File: src/rtl/ahbl2apb_bridge.sv
// AHB-Lite to APB bridge with programmable APB clock-enable divider.
// Optional macro AHBL2APB_ERR_RESP_EN: map pslverr to a two-cycle AHB ERROR response.
module ahbl2apb_bridge (
   input  logic        hclk,
   input  logic        hresetn,
   input  logic        hsel,
   input  logic [1:0]  htrans,
   input  logic        hwrite,
   input  logic [31:0] haddr,
   input  logic [31:0] hwdata,
   input  logic [2:0]  hsize,
   input  logic [2:0]  hburst,
   input  logic [3:0]  hprot,
   output logic [31:0] hrdata,
   output logic        hready,
   output logic        hresp,
   input  logic [3:0]  clk_ratio,
   output logic        pclken,
   output logic [31:0] paddr,
   output logic [31:0] pwdata,
   output logic        psel,
   output logic        penable,
   output logic        pwrite,
   input  logic [31:0] prdata,
   input  logic        pready,
   input  logic        pslverr
);

   localparam logic [2:0] S_IDLE   = 3'd0;
   localparam logic [2:0] S_WAIT   = 3'd1;
   localparam logic [2:0] S_SETUP  = 3'd2;
   localparam logic [2:0] S_ACCESS = 3'd3;
`ifdef AHBL2APB_ERR_RESP_EN
   localparam logic [2:0] S_ERR1   = 3'd4;
   localparam logic [2:0] S_ERR2   = 3'd5;
`endif

   logic [2:0]  r_state;
   logic [3:0]  r_cnt;
   logic [3:0]  r_lim;
   logic [31:0] r_addr;
   logic        r_write;
   logic [31:0] r_hrdata;
   logic        r_hready;
   logic        r_hresp;
   logic [31:0] r_paddr;
   logic [31:0] r_pwdata;
   logic        r_psel;
   logic        r_penable;
   logic        r_pwrite;

   logic [3:0]  w_lim;
   logic        w_pclken;
   logic        w_valid;
   logic        w_unused;

   // ratio 0 behaves as 1; limit is the last count value before wrap
   assign w_lim    = (clk_ratio == 4'd0) ? 4'd0 : clk_ratio - 4'd1;
   assign w_pclken = (r_cnt == 4'd0);
   // NONSEQ/SEQ only; hready low blocks new address phases while busy
   assign w_valid  = hsel & r_hready & htrans[1];
   assign w_unused = ^{hsize, hburst, hprot, htrans[0], pslverr};

   assign pclken  = w_pclken;
   assign hrdata  = r_hrdata;
   assign hready  = r_hready;
   assign hresp   = r_hresp;
   assign paddr   = r_paddr;
   assign pwdata  = r_pwdata;
   assign psel    = r_psel;
   assign penable = r_penable;
   assign pwrite  = r_pwrite;

   // Divider: new ratio is latched only at wrap so the current period always completes
   always_ff @(posedge hclk) begin
      if (!hresetn) begin
         r_cnt <= 4'd0;
         r_lim <= w_lim;
      end else if (r_cnt >= r_lim) begin
         r_cnt <= 4'd0;
         r_lim <= w_lim;
      end else begin
         r_cnt <= r_cnt + 4'd1;
      end
   end

   // Transfer FSM: AHB capture, APB setup/access sequencing, response
   always_ff @(posedge hclk) begin
      if (!hresetn) begin
         r_state   <= S_IDLE;
         r_addr    <= 32'd0;
         r_write   <= 1'b0;
         r_hrdata  <= 32'd0;
         r_hready  <= 1'b1;
         r_hresp   <= 1'b0;
         r_paddr   <= 32'd0;
         r_pwdata  <= 32'd0;
         r_psel    <= 1'b0;
         r_penable <= 1'b0;
         r_pwrite  <= 1'b0;
      end else begin
         case (r_state)
            S_IDLE: begin
               if (w_valid) begin
                  r_addr   <= haddr;
                  r_write  <= hwrite;
                  r_hready <= 1'b0;
                  r_state  <= S_WAIT;
               end
            end
            S_WAIT: begin
               if (w_pclken) begin
                  r_psel    <= 1'b1;
                  r_penable <= 1'b0;
                  r_paddr   <= r_addr;
                  r_pwrite  <= r_write;
                  r_pwdata  <= hwdata;
                  r_state   <= S_SETUP;
               end
            end
            S_SETUP: begin
               if (w_pclken) begin
                  r_penable <= 1'b1;
                  r_state   <= S_ACCESS;
               end
            end
            S_ACCESS: begin
               if (w_pclken && pready) begin
                  r_psel    <= 1'b0;
                  r_penable <= 1'b0;
`ifdef AHBL2APB_ERR_RESP_EN
                  if (pslverr) begin
                     r_hresp <= 1'b1;
                     r_state <= S_ERR1;
                  end else begin
                     if (!r_pwrite) r_hrdata <= prdata;
                     r_hready <= 1'b1;
                     r_hresp  <= 1'b0;
                     r_state  <= S_IDLE;
                  end
`else
                  if (!r_pwrite) r_hrdata <= prdata;
                  r_hready <= 1'b1;
                  r_hresp  <= 1'b0;
                  r_state  <= S_IDLE;
`endif
               end
            end
`ifdef AHBL2APB_ERR_RESP_EN
            S_ERR1: begin
               r_hready <= 1'b1;
               r_state  <= S_ERR2;
            end
            S_ERR2: begin
               r_hresp <= 1'b0;
               if (w_valid) begin
                  r_addr   <= haddr;
                  r_write  <= hwrite;
                  r_hready <= 1'b0;
                  r_state  <= S_WAIT;
               end else begin
                  r_state  <= S_IDLE;
               end
            end
`endif
            default: r_state <= S_IDLE;
         endcase
      end
   end

endmodule
File: config.mk
export PLATFORM = sky130hd
export DESIGN_NAME = ahbl2apb_bridge
export DESIGN_NICKNAME = d
export VERILOG_FILES = /design/src/rtl/ahbl2apb_bridge.sv
export SDC_FILE = /design/constraint.sdc
export NUM_CORES = 1
export LEC_CHECK = 0
export CORE_MARGIN = 2
export CORE_UTILIZATION = 47
export DETAILED_ROUTE_END_ITERATION = 8
export GPL_ROUTABILITY_DRIVEN = 0
export PLACE_DENSITY = 0.85
export SLEW_MARGIN = 20
export SYNTH_ARGS = -nofsm -noshare
export SYNTH_HDL_FRONTEND = slang
export SYNTH_SLANG_ARGS = --single-unit
File: constraint.sdc
create_clock -name hclk -period 5.45 [get_ports hclk]
set_clock_uncertainty 0.15 [all_clocks]
set_input_delay 0.545 -clock hclk [delete_from_list [all_inputs] [get_ports hclk]]
set_output_delay 0.545 -clock hclk [all_outputs]
set_load 0.02 [all_outputs]
Word-level counts from Yosys, hierarchy flattened
Index checks and enable logic that the tools add are counted.
{"block": "op_classes", "n_addsub": 2, "n_lt_le_gt_ge": 1, "eq_ne": 8, "n_mux": 16, "bitwise": 4, "n_reduce_logical": 15}
{"op": "3-bit two-way mux", "n": 4}
{"op": "4-bit two-way mux", "n": 3}
{"op": "3-bit one-hot mux with 4 select lines", "n": 1}
{"op": "3-bit AND reduction", "n": 3}
{"op": "4-bit logical NOT", "n": 2}
{"op": "2-bit != test (second input constant)", "n": 4}
{"op": "4-bit AND reduction", "n": 2}
{"op": "3-bit by 2-bit equality test with 1-bit output (second input constant)", "n": 2}
{"op": "1-bit two-way mux", "n": 5}
{"op": "4-bit by 1-bit adder with 4-bit output (second input constant)", "n": 1}
{"op": "4-bit >= comparator", "n": 1}
{"op": "1-bit one-hot mux with 2 select lines", "n": 2}
{"op": "2-bit AND reduction", "n": 2}
{"op": "2-bit nonzero test", "n": 2}
{"op": "4-bit by 1-bit subtractor with 4-bit output (second input constant)", "n": 1}
{"op": "3-bit by 1-bit equality test with 1-bit output (second input constant)", "n": 1}
{"op": "3-bit logical NOT", "n": 1}
{"op": "1-bit one-hot mux with 3 select lines", "n": 1}
{"op": "3-bit nonzero test", "n": 1}
{"op": "1-bit bitwise AND", "n": 2}
{"op": "2-bit by 1-bit != test with 1-bit output (second input constant)", "n": 1}
{"op": "1-bit NOT", "n": 2}
{"op": "2-bit OR reduction", "n": 1}
{"op": "1-bit logical AND", "n": 1}
{"block": "word_totals", "reg_bits": 144, "output_inout_bits": 102}

Logic depth before layout (Yosys ltp)
{"block": "logic_depth", "word_depth": 4, "mapped_depth": 8, "mapped_depth_nobuf": 6}

Worst setup path after synthesis
No wires, ideal clock.
{"block": "synth_timing", "kind": "reg-to-reg", "from": "reg r_cnt[0]", "to": "reg r_lim[0] (enable)", "setup_time_ns": 0.256, "arrival_ns": 1.395, "t_required_ns": 5.044, "path_slack_ns": 3.649, "stages_incl_launch_ff": 7, "n_path_buf": 0, "synth_period_minus_slack_ns": 1.801, "path_cell_list": "dfxtp_1 > inv_1 > ha_1 > nand2b_1 > a21o_1 > a21o_1 > a21o_1"}
{"block": "synth_via", "elab_chain_cells": 2}
{"element": "start: declaration", "line": "39", "source": "logic [3:0] r_cnt;"}
{"element": "start signal: assignment", "line": "83", "source": "r_cnt <= r_cnt + 4'd1;"}
{"element": "4-bit >= comparator", "line": "79", "source": "end else if (r_cnt >= r_lim) begin"}
{"element": "2-bit by 1-bit != test with 1-bit output (no line)"}
{"element": "end signal: assignment", "line": "78", "source": "r_lim <= w_lim;"}
{"element": "end signal: assignment", "line": "81", "source": "r_lim <= w_lim;"}
{"element": "end: declaration", "line": "40", "source": "logic [3:0] r_lim;"}
Every way passes these cells.
A chain may end at the register's enable or synchronous reset.

Worst setup path after layout
{"block": "layout_timing", "from": "reg r_cnt[0]", "to": "out pclken"}
{"block": "layout_via", "elab_chain_cells": 1}
{"element": "4-bit logical NOT", "line": "59", "source": "assign w_pclken = (r_cnt == 4'd0);"}
{"element": "end: declaration", "line": "18", "source": "output logic pclken,"}
Every way passes these cells.

==> results_dict.tcl <==
set metrics [dict create \
    status "finished clean" \
    startpoint_type "flop" \
    via_count 4961 \
    routed_wl_um 14200 \
    worstPathRequired_ns 4.76 \
    numClockSinks 143 \
    fin_crit_ns 2.74 \
    cts_tree "done" \
    cp_max_fo 8 \
    synth_nets 779 \
    synth_top_family_by_area "compound AO/OA/AOI/OAI gates" \
    post_cts_buffers 0 \
    synthTopCellsByArea "dfxtp_1, nand2_1, a21boi_0" \
    min_path_type "reg -> reg" \
    first_iter_violations 211 \
    synth-simple-area-share_pct 19.7 \
    synthXorXnorAreaFrac_pct 0.304 \
    max_freq_ghz 0.365 \
    drive_above_1_share_pct 8.37 \
    dieWidth_um 115 \
    clk_pin_slew_ns 0.06 \
    die_area_um2 13200 \
    cts-buffers-inserted 17 \
    dp.cells 963 \
    synth_area_leader_cell "dfxtp_1" \
    vias_per_cell 4.99 \
    cp-end-kind "primary output" \
    period_share_pct 50.3 \
    worstPathArrival_ns 2.04 \
    cp_cell_sequence "inv_1 > ha_1 > nor3b_4 > clkdlybuf4s50_1" \
    avgSynthCellArea_um2 8.87 \
    ys_ff_latch 143 \
    antenna_found_initial 0 \
    yosys.area.top_type_share_pct 48.3 \
    htreeDepth 4 \
    final_common_cell "nand2_1" \
    finalHoldViolations 0 \
    holdBufCountCts 0 \
    start_util_pct 48.1 \
    synth-edff-count 4 \
    setup-tns-final_ns 0 \
    insertedDiodeCount 0 \
    yosysUniqueCellTypes 37 \
    power_mw 3.05 \
    detail-route-antenna-nets 0 \
    peakVddDrop_mv 0.189 \
    drv_slew 0 \
    path_class "reg -> out" \
    rsz0062_at_grt "false" \
    p_leak_nw 2.95 \
    seq_area_frac_synth_pct 50.4 \
    die_h_um 115 \
    cts.repair.resized 0 \
    clockBufferDepth 2 \
    grt_max_degree 140 \
    synthMuxAreaShare_pct 0.348 \
    slew-limit-headroom_pct 47.3 \
    p_per_area_nw_per_um2 363 \
    cap_violations 0 \
    synthArstFlopShare_pct 0 \
    pin_count 220 \
    drcViolationCount 0 \
    io_buffers 206 \
    fin_cells 995 \
    syn_area_um2 5760 \
    fp-row-count 40 \
    drt-wirelength-per-cell_um 14.2 \
    synthFlopType "dfxtp_1" \
    synth-compound-area-share_pct 21.0 \
    finalSetupViolCount 0 \
    layout.nets 965 \
    core_region_area_um2 12000 \
    hpwlAfterDp_um 9590 \
    grt_pass1_wl_um 22800 \
    grt.overflow.total 0 \
    clk_latency_ns 0.41 \
    cts_root_buf "clkbuf_16" \
    syn_inst 649 \
    drt-pass1-iter-count 4 \
    area_growth_pct 45.7 \
    yosysWarnings 0 \
    tightest_slew_ns 0.790 \
    grt_pass1_vias 4933 \
    synth_fa_ha_area_share_pct 2.61 \
    final_util_pct 70.1 \
    grt_use_total_pct 21.9 \
    cp_slowest_cell "clkdlybuf4s50_1" \
    final_cell_mix "nand2_1, clkdlybuf4s50_1, dfxtp_1" \
    max_stage_delay_ns 0.69 \
]
[critical path: cells and delay by family (launching register included)]
kind          cells  cell delay, ns
flops             1            0.34
simple gates      1            0.34
buf+inv           2            0.79
fa+ha+maj         1            0.16
[power breakdown]
part	switching (mW)	leakage [nW]	internal, mW
Clock	0.421	0.296	0.761
Combinational	0.367	1.49	0.289
Sequential	0.0573	1.17	1.15
Total	0.846	2.95	2.20
[synthesized netlist by cell type (2+ instances only)]
library cell	number
ha_1	12
a21o_1	4
dfxtp_1	139
a21boi_0	50
edfxtp_1	4
nor2_1	6
nand2b_1	3
clkbuf_1	26
mux2i_1	2
buf_2	6
a211oi_1	4
a21boi_1	50
nand3_1	3
o211ai_1	2
a21boi_2	30
inv_1	12
buf_6	7
buf_12	3
and2_1	2
nand2_1	266
nor3_1	2
[flip-flops by register name, indices dropped and copies added (netlist names)]
signal   count
hrdata      32
r_write      1
paddr       32
psel         1
r_addr      32
pwdata      32
r_state      2
hready       1
penable      1
r_lim        4
r_cnt        4
pwrite       1
[cell families after synthesis]
group,Yosys count
DFF,143
buffers and inverters,55
AOI/OAI and AO/OA,146
and+or+nand+nor,288
adders and majority gates,12
xor gates and xnor gates,2
muxes,2
other,1
[path summary, 6_finish.rpt]
| path | start | end | slack, ns | depth (start not counted) |
|---|---|---|---|---|
| worst max-delay path | r_cnt[0] | pclken | 2.71 | 4 |
| worst min-delay path | r_addr[17] | paddr[17] | 0.30 | 2 |
| worst max register to register | r_cnt[0] | pwdata[8] | 3.21 | 6 |
| worst min register to register | r_addr[17] | paddr[17] | 0.30 | 2 |
[layout make-up]
type	instances	area, µm²
Clock inverter	8	100
Fill cell	900	3570
Inverter	12	45.0
Tap cell	147	184
Timing Repair Buffer	210	2090
Multi-Input combinational cell	451	2540
Clock buffer	24	523
Sequential cell	143	2900
[through the flow]
step           hold WS [ns]  instance area [µm²]  setup WS, ns
2_1_floorplan         0.281                 5760          3.65
3_3_place_gp          0.285                 7760          2.86
3_5_place_dp          0.295                 7760          2.80
4_1_cts               0.300                 8390          2.69
5_1_grt               0.322                 8390          2.60
6_report              0.301                 8390          2.71
[metal layers]
| metal | vias up | part of all wire [%] | track usage (%) |
|---|---|---|---|
| met5 | - | 0 | 0 |
| met4 | 0 | 2.3 | 9.67 |
| met3 | 30 | 7.0 | 7.25 |
| met2 | 162 | 51 | 39.0 |
| met1 | 2294 | 40 | 23.5 |
| li1 | 2475 | - | - |
No activity file was read; power rests on OpenSTA's default activity.
